==> config.mk <==
export PLATFORM = sky130hd
export DESIGN_NAME = dcache_wt
export DESIGN_NICKNAME = d
export VERILOG_FILES = /design/src/rtl/dcache_wt_pkg.sv /design/src/rtl/dc_line_store.sv /design/src/rtl/dcache_wt.sv
export SDC_FILE = /design/constraint.sdc
export NUM_CORES = 2
export LEC_CHECK = 0
export BUFFER_PORTS_ARGS = -buffer_cell sky130_fd_sc_hd__buf_2
export CAP_MARGIN = 20
export CORE_ASPECT_RATIO = 0.5
export CORE_UTILIZATION = 35
export CTS_BUF_LIST = sky130_fd_sc_hd__clkbuf_4 sky130_fd_sc_hd__clkbuf_8
export CTS_CLUSTER_DIAMETER = 200
export CTS_CLUSTER_SIZE = 10
export DETAILED_ROUTE_END_ITERATION = 7
export PLACE_DENSITY_LB_ADDON = 0.1
export SLEW_MARGIN = 25
export SYNTH_ARGS = -nofsm -noshare
export SYNTH_HDL_FRONTEND = slang
export SYNTH_HIERARCHICAL = 1
export SYNTH_SLANG_ARGS = --single-unit
==> constraint.sdc <==
create_clock -name clk -period 5.3 [get_ports clk]
set_input_delay 0.795 -clock clk [delete_from_list [all_inputs] [get_ports clk]]
set_output_delay 0.795 -clock clk [all_outputs]
set_load 0.03 [all_outputs]
==> src/rtl/dcache_wt_pkg.sv <==
// Shared definitions for the write-through direct-mapped data cache.
package dcache_wt_pkg;

    typedef enum logic [1:0] {
        IDLE  = 2'd0,
        FILL  = 2'd1,
        WRITE = 2'd2,
        DONE  = 2'd3
    } state_e;

    localparam int DEF_LINES = 16;
    localparam int DEF_WORDS = 4;

    localparam logic [1:0] MEM_NONE  = 2'b00;
    localparam logic [1:0] MEM_LOAD  = 2'b01;
    localparam logic [1:0] MEM_STORE = 2'b10;

endpackage

==> src/rtl/dc_line_store.sv <==
// Tag, valid and data storage for the cache: one combinational read port,
// a line-fill write port, a single-word write port and a per-line valid clear.
module dc_line_store
    import dcache_wt_pkg::*;
#(
    parameter int LINES = DEF_LINES,
    parameter int WORDS = DEF_WORDS,
    parameter int TAG_W = 30 - $clog2(LINES) - $clog2(WORDS)
) (
    input  logic                     clk,
    input  logic                     rst,
    input  logic [$clog2(LINES)-1:0] rd_index,
    input  logic [$clog2(WORDS)-1:0] rd_offset,
    output logic                     rd_valid,
    output logic [TAG_W-1:0]         rd_tag,
    output logic [31:0]              rd_data,
    input  logic                     clr_en,
    input  logic [$clog2(LINES)-1:0] clr_index,
    input  logic                     fill_en,
    input  logic                     fill_last,
    input  logic [$clog2(LINES)-1:0] fill_index,
    input  logic [$clog2(WORDS)-1:0] fill_offset,
    input  logic [TAG_W-1:0]         fill_tag,
    input  logic [31:0]              fill_data,
    input  logic                     wr_en,
    input  logic [$clog2(LINES)-1:0] wr_index,
    input  logic [$clog2(WORDS)-1:0] wr_offset,
    input  logic [31:0]              wr_data
);

    logic [LINES-1:0] valid_q;
    logic [TAG_W-1:0] tag_q  [LINES];
    logic [31:0]      data_q [LINES*WORDS];

    // A line only becomes valid once its last word lands, so an interrupted
    // fill can never be seen as a hit.
    always_ff @(posedge clk or negedge rst) begin
        if (!rst) begin
            valid_q <= '0;
        end else begin
            if (clr_en)
                valid_q[clr_index] <= 1'b0;
            if (fill_en && fill_last)
                valid_q[fill_index] <= 1'b1;
        end
    end

    always_ff @(posedge clk) begin
        if (fill_en)
            data_q[{fill_index, fill_offset}] <= fill_data;
        else if (wr_en)
            data_q[{wr_index, wr_offset}] <= wr_data;
        if (fill_en && fill_last)
            tag_q[fill_index] <= fill_tag;
    end

    assign rd_valid = valid_q[rd_index];
    assign rd_tag   = tag_q[rd_index];
    assign rd_data  = data_q[{rd_index, rd_offset}];

endmodule

==> src/rtl/dcache_wt.sv <==
// Direct-mapped, write-through, no-write-allocate data cache sitting between
// the memory pipeline stage and a single-outstanding-request backing memory.
module dcache_wt
    import dcache_wt_pkg::*;
#(
    parameter int LINES = DEF_LINES,
    parameter int WORDS = DEF_WORDS
) (
    input  logic        clk,
    input  logic        rst,
    input  logic [1:0]  MEM,
    input  logic [31:0] Addr,
    input  logic [31:0] Wdata,
    output logic [31:0] Rdata,
    output logic        BUSY,
    output logic        mem_req,
    output logic        mem_we,
    output logic [31:0] mem_addr,
    output logic [31:0] mem_wdata,
    input  logic [31:0] mem_rdata,
    input  logic        mem_ack,
    output state_e      dbg_state
);

    // Backing-memory handshake: mem_req/mem_we/mem_addr/mem_wdata are held
    // stable from the first FILL/WRITE cycle until the cycle mem_ack is seen
    // high at a rising edge; mem_ack without mem_req is ignored.

    localparam int OFF_W = $clog2(WORDS);
    localparam int IDX_W = $clog2(LINES);
    localparam int TAG_W = 30 - OFF_W - IDX_W;

    logic [OFF_W-1:0] a_off;
    logic [IDX_W-1:0] a_idx;
    logic [TAG_W-1:0] a_tag;
    logic             unused_addr_bits;

    assign a_off            = Addr[OFF_W+1:2];
    assign a_idx            = Addr[IDX_W+OFF_W+1:OFF_W+2];
    assign a_tag            = Addr[31:IDX_W+OFF_W+2];
    assign unused_addr_bits = ^Addr[1:0];

    state_e           state_q, state_d;
    logic [OFF_W-1:0] cnt_q, cnt_d;
    logic [TAG_W-1:0] lat_tag_q;
    logic [IDX_W-1:0] lat_idx_q;
    logic             lat_en;

    logic             rd_valid;
    logic [TAG_W-1:0] rd_tag;
    logic [31:0]      rd_data;
    logic             hit, is_load, is_store;
    logic             clr_en, fill_en, fill_last, wr_en, busy;

    assign hit      = rd_valid && (rd_tag == a_tag);
    assign is_store = MEM[1];
    assign is_load  = (MEM == MEM_LOAD);

    dc_line_store #(.LINES(LINES), .WORDS(WORDS), .TAG_W(TAG_W)) u_store (
        .clk        (clk),
        .rst        (rst),
        .rd_index   (a_idx),
        .rd_offset  (a_off),
        .rd_valid   (rd_valid),
        .rd_tag     (rd_tag),
        .rd_data    (rd_data),
        .clr_en     (clr_en),
        .clr_index  (a_idx),
        .fill_en    (fill_en),
        .fill_last  (fill_last),
        .fill_index (lat_idx_q),
        .fill_offset(cnt_q),
        .fill_tag   (lat_tag_q),
        .fill_data  (mem_rdata),
        .wr_en      (wr_en),
        .wr_index   (a_idx),
        .wr_offset  (a_off),
        .wr_data    (Wdata)
    );

    always_ff @(posedge clk or negedge rst) begin
        if (!rst) begin
            state_q   <= IDLE;
            cnt_q     <= '0;
            lat_tag_q <= '0;
            lat_idx_q <= '0;
        end else begin
            state_q <= state_d;
            cnt_q   <= cnt_d;
            if (lat_en) begin
                lat_tag_q <= a_tag;
                lat_idx_q <= a_idx;
            end
        end
    end

    always_comb begin
        state_d   = state_q;
        cnt_d     = cnt_q;
        busy      = 1'b0;
        mem_req   = 1'b0;
        mem_we    = 1'b0;
        mem_addr  = '0;
        mem_wdata = '0;
        Rdata     = '0;
        lat_en    = 1'b0;
        clr_en    = 1'b0;
        fill_en   = 1'b0;
        fill_last = 1'b0;
        wr_en     = 1'b0;
        case (state_q)
            IDLE: begin
                if (is_store) begin
                    busy    = 1'b1;
                    state_d = WRITE;
                end else if (is_load) begin
                    if (hit) begin
                        Rdata = rd_data;
                    end else begin
                        busy    = 1'b1;
                        lat_en  = 1'b1;
                        clr_en  = 1'b1;
                        cnt_d   = '0;
                        state_d = FILL;
                    end
                end
            end
            FILL: begin
                busy     = 1'b1;
                mem_req  = 1'b1;
                mem_addr = {lat_tag_q, lat_idx_q, cnt_q, 2'b00};
                if (mem_ack) begin
                    fill_en = 1'b1;
                    cnt_d   = cnt_q + 1'b1;
                    if (cnt_q == OFF_W'(WORDS - 1)) begin
                        fill_last = 1'b1;
                        state_d   = DONE;
                    end
                end
            end
            WRITE: begin
                busy      = 1'b1;
                mem_req   = 1'b1;
                mem_we    = 1'b1;
                mem_addr  = {Addr[31:2], 2'b00};
                mem_wdata = Wdata;
                if (mem_ack) begin
                    wr_en   = hit;
                    state_d = DONE;
                end
            end
            DONE: begin
                if (is_load)
                    Rdata = rd_data;
                state_d = IDLE;
            end
            default: state_d = IDLE;
        endcase
    end

    // A load miss raises BUSY combinationally in IDLE; hold it low under reset.
    assign BUSY      = busy & rst;
    assign dbg_state = state_q;

endmodule

==> out/metrics.csv <==
metric,value,unit
top fanout value on the critical path,20,
# clock sinks,2480,
fmax,192.1,MHz
post-placement cell count,8200,
P_leak,35.13,nW
dpl ws,-0.4415,ns
initial antenna violation count,17,
run status,"finished, final reports clean",
crit end category,primary output,
endpoints failing hold,0,
Buf/Inv on CP,8,
"Top FF cell, synth",edfxtp_1,
Top delay family on crit path,buffers and inverters,
"Data arrival, critical path",4.41,ns
hold_ws,0.06702,ns
Final HPWL DP,168000,µm
RSZ-0062 raised after global routing,true,
die area,277700,µm²
async set or reset register ratio after synthesis,1.935,%
Layout Utilization,41.07,%
final setup vio count,0,
CP Launch Type,primary input,
xor/xnor share of the synthesized area,0.2180,%
per-cell routed wire length,32.22,µm
first-pass GRT wire length,381200,µm
post-synthesis cell type count,50,
Synth area leader,edfxtp_1,
Synth Register Bits,2480,
DIE HEIGHT,373.1,µm
actual slew at the worst max-slew pin,0.9861,ns
hold_buf cts,0,
CTS H-tree depth,5,
Core Rows,135,
mapped cell area,96410,µm²
share of post-route cells with drive strength above 1,38.32,%
fin crit period,5.205,ns
number of synthesized flops with an enable pin,2432,
max-cap violations,0,
crit path cell chain,"buf_8, buf_4, buf_4, mux4_2, mux4_2, xor2_1, nor4_1, buf_4, nand2_1, buf_4, o31ai_4, buf_12, buf_12, and2_1, buf_4",
clk_lat worst skew,1.01,ns
# DRC,0,
largest cells by area after synthesis,"edfxtp_1, mux4_2, dfrtp_1, mux2_2, mux2i_1",
CP max-delay cell,mux4_2,
Post-Synth Adder-Cell Area,0.07787,%
CTS max path bufs,4,
final WL,275400,µm
Total Routing Usage GR,19.60,%
crit share post-route,98.21,%
root buffer cell,clkbuf_8,
vias in the first global route,48720,
Worst Path Required,4.51,ns
Top Ports,202,
"leading cell type in the layout, fill and taps excluded",edfxtp_1,
CTS tree,done,
main combinational cell family by area after synthesis,multiplexers,
Placed Area,107200,µm²
Clock transition at path regs,0.08,ns
Layout fillers,23770,
Layout Cells excl Fill,8548,
mux contribution to synthesized area,18.11,%
Pwr Density,351.3,nW/µm²
Routed Antenna Nets,0,
Synth Area in Compound Gates,1.635,%
"Power, Total",39.29,mW
worst vdd ir,0.1835,mV
Synth top area share,75.75,%
critical path class,primary input to primary output,
die width,744.2,µm
fin worst setup slack,0.09498,ns
detailed-router iteration count before antenna repair,8,
Vias,46660,
global route total overflow,0,
Final Max Tran Viols,0,
HP Class,primary input to asynchronous set/reset pin,
Area Overhead vs Synth,16.00,%
Setup TNS,0,ns
Synth Warn #,6,
Vias/cell,5.458,
syn_area_per_cell,23.15,µm²
Worst Clk Skew,0.1250,ns
crit-path max cell delay,0.52,ns
Core Box Area,272300,µm²
sequential cell area fraction in the yosys report,77.00,%
CP dominant cell by count,buf_4,
simple-gate area share of the yosys netlist,1.823,%
Post-Synthesis Cells,4164,
gp weighted congestion,0.7726,
largest net degree at the start of global routing,88,
final net count,4971,
Initial DRC Count,4816,
"commonest cells after routing, fill and taps aside","edfxtp_1, mux4_2, clkbuf_8",
fin area,111800,µm²
Slew headroom,34.13,%
CTS buffer count,289,
IO Port Bufs,197,
initial core utilization,35.41,%
[synthesized netlist by cell type (7+ instances only)]
| cell | n |
|---|---|
| a211oi_1 | 8 |
| a21oi_1 | 11 |
| a221oi_1 | 22 |
| a22o_1 | 12 |
| a22oi_1 | 70 |
| a311oi_1 | 7 |
| a32o_1 | 11 |
| and2_1 | 68 |
| buf_1 | 43 |
| buf_2 | 58 |
| buf_4 | 17 |
| buf_6 | 11 |
| clkbuf_1 | 96 |
| dfrtp_1 | 48 |
| edfxtp_1 | 2432 |
| inv_1 | 8 |
| mux2_2 | 85 |
| mux2i_1 | 78 |
| mux4_2 | 698 |
| nand2_1 | 51 |
| nand2b_1 | 20 |
| nand3_1 | 13 |
| nand4_1 | 7 |
| nor2_1 | 98 |
| nor2b_1 | 38 |
| nor3_1 | 32 |
| o21ai_0 | 30 |
| o22a_1 | 7 |
| o22ai_1 | 15 |
| xnor2_1 | 13 |
| xor2_1 | 11 |
[per-layer routing]
metal / GRT usage [%] / part of all wire (%) / up-vias
met1: 28.01 / 44 / 25800
li1: - / - / 19040
met4: 4.070 / 2.0 / 8
met2: 30.96 / 47 / 1445
met3: 4.366 / 6.8 / 365
met5: 0 / 0.020 / -
[path summary, 6_finish.rpt]
kind	slack [ns]	end	startpoint	cells after the start
max in group asynchronous	4.63	u_store/valid_q[4]	rst	2
min in group clk	0.12	lat_tag_q[8]	Addr[16]	2
worst max register to register	0.50	u_store/data_q[21][15]	u_store/tag_q[3][8]	15
worst max-delay path	0.09	Rdata[13]	Addr[4]	15
worst min-delay path	0.07	lat_tag_q[14]	rst	2
worst min register to register	0.49	u_store/valid_q[14]	u_store/valid_q[14]	1
[flip-flops by register name, summed over array words and instances, names as in the netlist]
register / cells
u_store/valid_q: 16
lat_tag_q: 24
u_store/tag_q: 384
u_store/data_q: 2048
cnt_q: 2
lat_idx_q: 4
dbg_state: 2
[cell families after synthesis]
family          Yosys count
flops                  2480
mux                     861
simple gates            347
buf+inv                 234
compound gates          211
xor+xnor                 24
fa+ha+maj                 6
other cells               1
[repair_timing]
action / CTS / global route
endpoints found under the hold margin: 0 / 0
resized for setup: 18 / 31
endpoints found under the setup margin: 28 / 31
pin swaps: 1 / 0
setup buffers: 2 / 1
[area by class of cell]
| class | instances | area, µm² | share of cell area (%) |
|---|---|---|---|
| flip-flops and latches | 2480 | 74230 | 66.37 |
| repair buffers | 633 | 6701 | 5.992 |
| well taps | 3630 | 4542 | 4.061 |
| clock inverters | 9 | 87.58 | 0.07831 |
| diodes | 2 | 5.005 | 0.004475 |
| multi-input cells | 1451 | 21870 | 19.56 |
| inverters | 9 | 33.78 | 0.03021 |
| clock buffers | 334 | 4365 | 3.903 |
[report_power, final]
part | internal, mW | switching, mW | leakage [nW]
logic | 1.67 | 2.81 | 10.3
registers | 22.2 | 0.566 | 22.5
clock network | 5.31 | 6.73 | 2.34
(Power assumes the default switching activity.)
